[src/rtl/chip8_beeper.sv]
// chip8_beeper: turns the CHIP-8 sound-timer flag into a click-free,
// volume-scaled square-wave beep on a 16-bit unsigned sample stream.
// Optional macro CHIP8_BEEPER_ENVELOPE_EN enables attack/release ramps;
// without it the tone switches straight between silence and full level.
module chip8_beeper #(
  parameter int unsigned HALF_PERIOD = 16,
  parameter logic [15:0] AMPLITUDE   = 16'h2000,
  parameter logic [15:0] RAMP_STEP   = 16'h0400
) (
  input  logic        clk_12k,
  input  logic        reset,
  input  logic        enable_in,
  input  logic [1:0]  volume,
  input  logic        mute,
  output logic [15:0] sample_out,
  output logic        active
);

  localparam int PHASE_W = $clog2(2 * HALF_PERIOD);
  localparam logic [PHASE_W-1:0] PHASE_HALF = PHASE_W'(HALF_PERIOD);
  localparam logic [PHASE_W-1:0] PHASE_LAST = PHASE_W'(2 * HALF_PERIOD - 1);

  typedef enum logic [1:0] {
    IDLE    = 2'd0,
    ATTACK  = 2'd1,
    SUSTAIN = 2'd2,
    RELEASE = 2'd3
  } state_t;

  logic               sync_meta;
  logic               en_s;
  state_t             state;
  state_t             state_next;
  logic [15:0]        env;
  logic [15:0]        env_next;
  logic [PHASE_W-1:0] phase;
  logic [PHASE_W-1:0] phase_next;
  logic               wave_hi;

`ifdef CHIP8_BEEPER_ENVELOPE_EN
  logic [16:0]        env_sum;
  assign env_sum = {1'b0, env} + {1'b0, RAMP_STEP};
`else
  logic               unused_ramp;
  assign unused_ramp = ^RAMP_STEP;
`endif

  assign wave_hi = (phase < PHASE_HALF);

  // Two-flop synchronizer bringing the CPU-domain sound request into clk_12k.
  always_ff @(posedge clk_12k) begin
    if (reset) begin
      sync_meta <= 1'b0;
      en_s      <= 1'b0;
    end else begin
      sync_meta <= enable_in;
      en_s      <= sync_meta;
    end
  end

  // Next-state, envelope and phase decisions; the phase free-runs while a tone is up.
  always_comb begin
    state_next = state;
    env_next   = env;
    if (state == IDLE) begin
      phase_next = '0;
    end else if (phase == PHASE_LAST) begin
      phase_next = '0;
    end else begin
      phase_next = phase + PHASE_W'(1);
    end

    case (state)
`ifdef CHIP8_BEEPER_ENVELOPE_EN
      IDLE: begin
        env_next = '0;
        if (en_s) begin
          state_next = ATTACK;
          env_next   = RAMP_STEP;
        end
      end
      ATTACK: begin
        if (!en_s) begin
          state_next = RELEASE;
        end else if (env_sum >= {1'b0, AMPLITUDE}) begin
          state_next = SUSTAIN;
          env_next   = AMPLITUDE;
        end else begin
          env_next = env_sum[15:0];
        end
      end
      SUSTAIN: begin
        env_next = AMPLITUDE;
        if (!en_s) begin
          state_next = RELEASE;
        end
      end
      RELEASE: begin
        if (en_s) begin
          state_next = ATTACK;
        end else if (env <= RAMP_STEP) begin
          state_next = IDLE;
          env_next   = '0;
        end else begin
          env_next = env - RAMP_STEP;
        end
      end
`else
      IDLE: begin
        env_next = '0;
        if (en_s) begin
          state_next = SUSTAIN;
          env_next   = AMPLITUDE;
        end
      end
      SUSTAIN: begin
        env_next = AMPLITUDE;
        if (!en_s) begin
          state_next = IDLE;
          env_next   = '0;
        end
      end
`endif
      default: begin
        state_next = IDLE;
        env_next   = '0;
      end
    endcase
  end

  // State, envelope, phase and the active flag advance together.
  always_ff @(posedge clk_12k) begin
    if (reset) begin
      state  <= IDLE;
      env    <= '0;
      phase  <= '0;
      active <= 1'b0;
    end else begin
      state  <= state_next;
      env    <= env_next;
      phase  <= phase_next;
      active <= (state_next != IDLE);
    end
  end

  // Output sample is built from the registered envelope, phase and state.
  always_ff @(posedge clk_12k) begin
    if (reset) begin
      sample_out <= 16'h0000;
    end else if (mute || !wave_hi || (state == IDLE)) begin
      sample_out <= 16'h0000;
    end else begin
      sample_out <= env >> volume;
    end
  end

endmodule
[config.mk]
export PLATFORM = sky130hd
export DESIGN_NAME = chip8_beeper
export DESIGN_NICKNAME = d
export VERILOG_FILES = /design/src/rtl/chip8_beeper.sv
export SDC_FILE = /design/constraint.sdc
export NUM_CORES = 1
export LEC_CHECK = 0
export ABC_CLOCK_PERIOD_IN_PS = 1600
export CAP_MARGIN = 20
export CELL_PAD_IN_SITES_DETAIL_PLACEMENT = 2
export CELL_PAD_IN_SITES_GLOBAL_PLACEMENT = 2
export CORE_UTILIZATION = 24
export CTS_CLUSTER_SIZE = 30
export DETAILED_ROUTE_END_ITERATION = 6
export PLACE_DENSITY_LB_ADDON = 0.25
export SETUP_SLACK_MARGIN = 0.4
export SYNTH_ARGS = -nofsm -noshare
export SYNTH_HDL_FRONTEND = slang
export SYNTH_SLANG_ARGS = --single-unit
[constraint.sdc]
create_clock -name clk_12k -period 1.6 [get_ports clk_12k]
set_input_delay 0.32 -clock clk_12k [delete_from_list [all_inputs] [get_ports clk_12k]]
set_output_delay 0.32 -clock clk_12k [all_outputs]
set_load 0.05 [all_outputs]
-- Word level (Yosys, flattened, before mapping)
Index checks and enable logic that the tools add are counted.
- register bits: 42
- logic and storage cells: 26
- input bits: 6
- output and inout bits: 17
- $add $sub $neg: 1
- magnitude comparators: 1
- equality and inequality tests: 2
- bitwise operators: 1
- shifts and indexed selects: 1
- reduce and logical (&&, ||, !) cells: 9
- multiplexer cells: 4
- operators with widths (kind ; number):
    $shr A16 B2 Y16 ; 1
    $mux W14 ; 1
    $reduce_or A2 Y1 ; 3
    $add A5 B1 Y5 const B ; 1
    $eq A5 B5 Y1 const B ; 1
    $lt A5 B5 Y1 const B ; 1
    $mux W2 ; 2
    $pmux W2 S2 ; 1
    $reduce_or A3 Y1 ; 1
    $eq A2 B2 Y1 const B ; 1
    $logic_not A2 Y1 ; 1
    $logic_or A1 B1 Y1 ; 2
    $reduce_bool A2 Y1 ; 1
    $logic_not A1 Y1 ; 1
    $not A1 Y1 ; 1

-- Longest topological paths before layout
- depth in word-level cells: 5
- gate-level depth with buffers: 5

-- Worst setup path after synthesis
Ideal clock, no wire load.
- kind: register -> register
- from: register phase[0]
- to: register phase[2]
- stages on the path, launching flop included: 6
- data arrival time: 1.255 ns
- clock period less this slack: 1.319 ns
- setup slack: 0.281 ns
- path through: dfxtp_1 > ha_1 > and3_1 > ha_1 > or2_2 > nor2_1
- cells in the longest elaborated chain, start to end: 2
- elaborated cells on any way between the ends: 3
- classes of those cells: add/sub (1); eq/ne (1); reduce/logical (1)
- RTL lines (what ; RTL line ; source):
    from (decl) ; 36 ; logic [PHASE_W-1:0] phase;
    from (signal assigned) ; 141 ; phase <= phase_next;
    branches (longest 2 deep; another with $add A5 B1 Y5) ; n/a ;
Parallel ways; which one is timed is not known.
A chain may end at the register's enable or synchronous reset.

-- Final worst setup path
- from: register phase[1]
- to: register phase[0]
- cells in the longest elaborated chain, start to end: 2
- RTL lines (what ; RTL line ; source):
    $eq A5 B5 Y1 ; 67 ; end else if (phase == PHASE_LAST) begin
    $reduce_or A3 Y1 (no source line) ; n/a ;
No other way between the ends.

==> reports/metrics.csv <==
metric;value;unit
crit path capture type;flop;
routed wl met3;52;µm
Reg2Reg Setup Slack;340;ps
die width;51.2;µm
VDD IR max;0.383;mV
drt pass-1 iters;1;
Max-cap violations;0;
DRC viols;0;
Syn Std Cell Area;582;µm²
Hold/Removal Path Class;in -> reg;
critical path class;reg -> reg;
synth unique cells;17;
grt ovf;0;
syn avg cell area;10.8;µm²
all-layer global routing usage;9.43;%
routability cong.;0.693;
Mapped Cells;54;
die area;0.00263;mm²
routed len/inst;10.8;µm
number of synthesized register bits;15;
Top Metal Used;met4;
antenna violations before repair;0;
Detail Placement HPWL;741;µm
Initial Utilization;25.8;%
Area Growth Syn to Fin;42.8;%
largest net degree at the start of global routing;9;
crit start category;flop;
CP arrival;1470;ps
htree depth;1;
Critical Path End;phase[0];
number of DRC markers in iteration 0;0;
Slew Limit Fails;0;
CTS Buf Count;3;
Static Leak;0.360;nW
worst path required time;1810;ps
setup TNS;0;ps
first-pass GRT wire length;1.69;mm
Routed WL;1.12;mm
maximum clock rate;0.794;GHz
WL met2;626;µm
fraction of layout cells with a size suffix above 1;45.3;%
final std cells w/o fill;103;
number of global-route vias before repair;374;
Reg-to-Reg Start;phase[1];
Final Cycle Share;78.7;%
RSZ-0062 raised after global routing;true;
Die Ht;51.2;µm
nets@finish;84;
Ant. Diodes;0;
clock latency on the worst-skew pair;270;ps
Sink Count;15;
Yosys Warn Count;0;
core area;0.00225;mm²
Port Buffer Count;10;
Reg clk slew, reported paths;80;ps
number of fill cells in the layout;269;
sequential-to-total area share from yosys stat;51.6;%
maximum clock path buffer count;2;
Power Density;855;mW/mm²
clock root buffer;clkbuf_4;
vias per cell;3.79;
worst r2r dst;phase[0];
final hold vios;0;
Fin Hold WS;411;ps
Final Core Density;36.8;%
reg2reg path depth;5;
worst setup path startpoint;phase[1];
outcome;finished, final reports clean;
CTS hold repair buffers;0;
CTS tree;yes;
setup violators final;0;
wl on met1;414;µm
number of core rows;17;
Max FO, Critical Path;3;
number of vias after detailed routing;390;
io pins;23;
fin crit period;1260;ps
Fin Clk Skew;1.17;ps
antenna viol nets, final;0;
Placed Cells incl. Taps;94;
worst max-delay path, stage by stage, from the launching register on:
cell and delay [ps]:
dfxtp_2 340, ha_4 160, and3_4 180, ha_4 150, or2_4 260, nor2_4 100
where the power goes:
part | internal [mW] | switching (mW)
logic | 0.0311 | 0.0866
registers | 0.381 | 0.00533
clock network | 0.0964 | 0.110
through the flow:
stage	power, mW	setup WS (ps)	instance area (µm²)
detailed placement	0.495	-122	682
CTS	0.716	329	786
finish	0.711	340	831
global route	0.751	305	831
floorplan	0.494	413	634
global placement	0.494	-60.6	682
flip-flops by register name, summed over array words and instances (netlist names):
signal / cells
active: 1
en_s: 1
env: 1
phase: 5
sample_out: 4
state: 2
sync_meta: 1
synthesized netlist by cell type (all sizes together):
master,instances,area [µm²]
dfxtp,15,300
and3,1,6.26
xnor2,1,8.76
xor2,1,8.76
and2b,2,17.5
conb,1,3.75
and2,2,12.5
o21bai,1,18.8
buf,12,90.1
nand3,1,5.00
nor3b,3,22.5
nor3,4,20.0
or4b,1,13.8
ha,2,25.0
or2,1,6.26
nor2,4,15.0
inv,2,7.51
worst min-delay path by stage:
stage / startpoint / to / slack [ps] / cells past startpoint
6_report: mute / sample_out[13] / 410 / 3
3_3_place_gp: phase[0] / phase[0] / 430 / 1
2_1_floorplan: reset / active / 400 / 1
5_1_grt: mute / sample_out[13] / 410 / 3
4_1_cts: reset / state[1] / 430 / 3
3_5_place_dp: sync_meta / en_s / 440 / 1
routing by layer:
metal	vias up	global-route usage, %
li1	193	-
met1	182	9.17
met2	13	16.0
met3	2	2.98
met4	0	8.11
met5	-	0
kinds of logic after synthesis:
logic type / Yosys count / synth area share (%)
AO/OA/AOI/OAI: 1 / 3.23
XOR/XNOR: 2 / 3.01
adder cells (fa/ha/maj): 2 / 4.30
buffers and inverters: 14 / 16.8
flip-flops: 15 / 51.6
other: 1 / 0.645
AND/OR/NAND/NOR: 19 / 20.4
cell usage in the layout (no fill, tap or decap), drive strengths merged:
cell,instances
nor2,4
buf,12
dlymetal6s2s,1
or2,1
clkdlybuf4s15,1
nor3b,3
and3,1
xor2,1
clkdlybuf4s50,3
conb,13
xnor2,1
ha,2
dfxtp,15
nor3,4
inv,2
and2,2
nand3,1
and2b,2
clkbuf,4
o21bai,1
or4b,1
layout make-up:
| class | instances | area, µm² | share of cell area, % |
|---|---|---|---|
| inverters | 2 | 7.51 | 0.904 |
| clock buffers | 4 | 26.3 | 3.16 |
| well taps | 28 | 35.0 | 4.22 |
| flip-flops and latches | 15 | 308 | 37.0 |
| multi-input cells | 37 | 312 | 37.5 |
| repair buffers | 17 | 143 | 17.2 |
repair_timing:
item | CTS | global route
setup endpoints to repair | 9 | 8
gates resized for setup | 15 | 7
pin swaps | 4 | 5
gates cloned | 0 | 0
buffers inserted | 3 | 2
(Power assumes the default switching activity.)
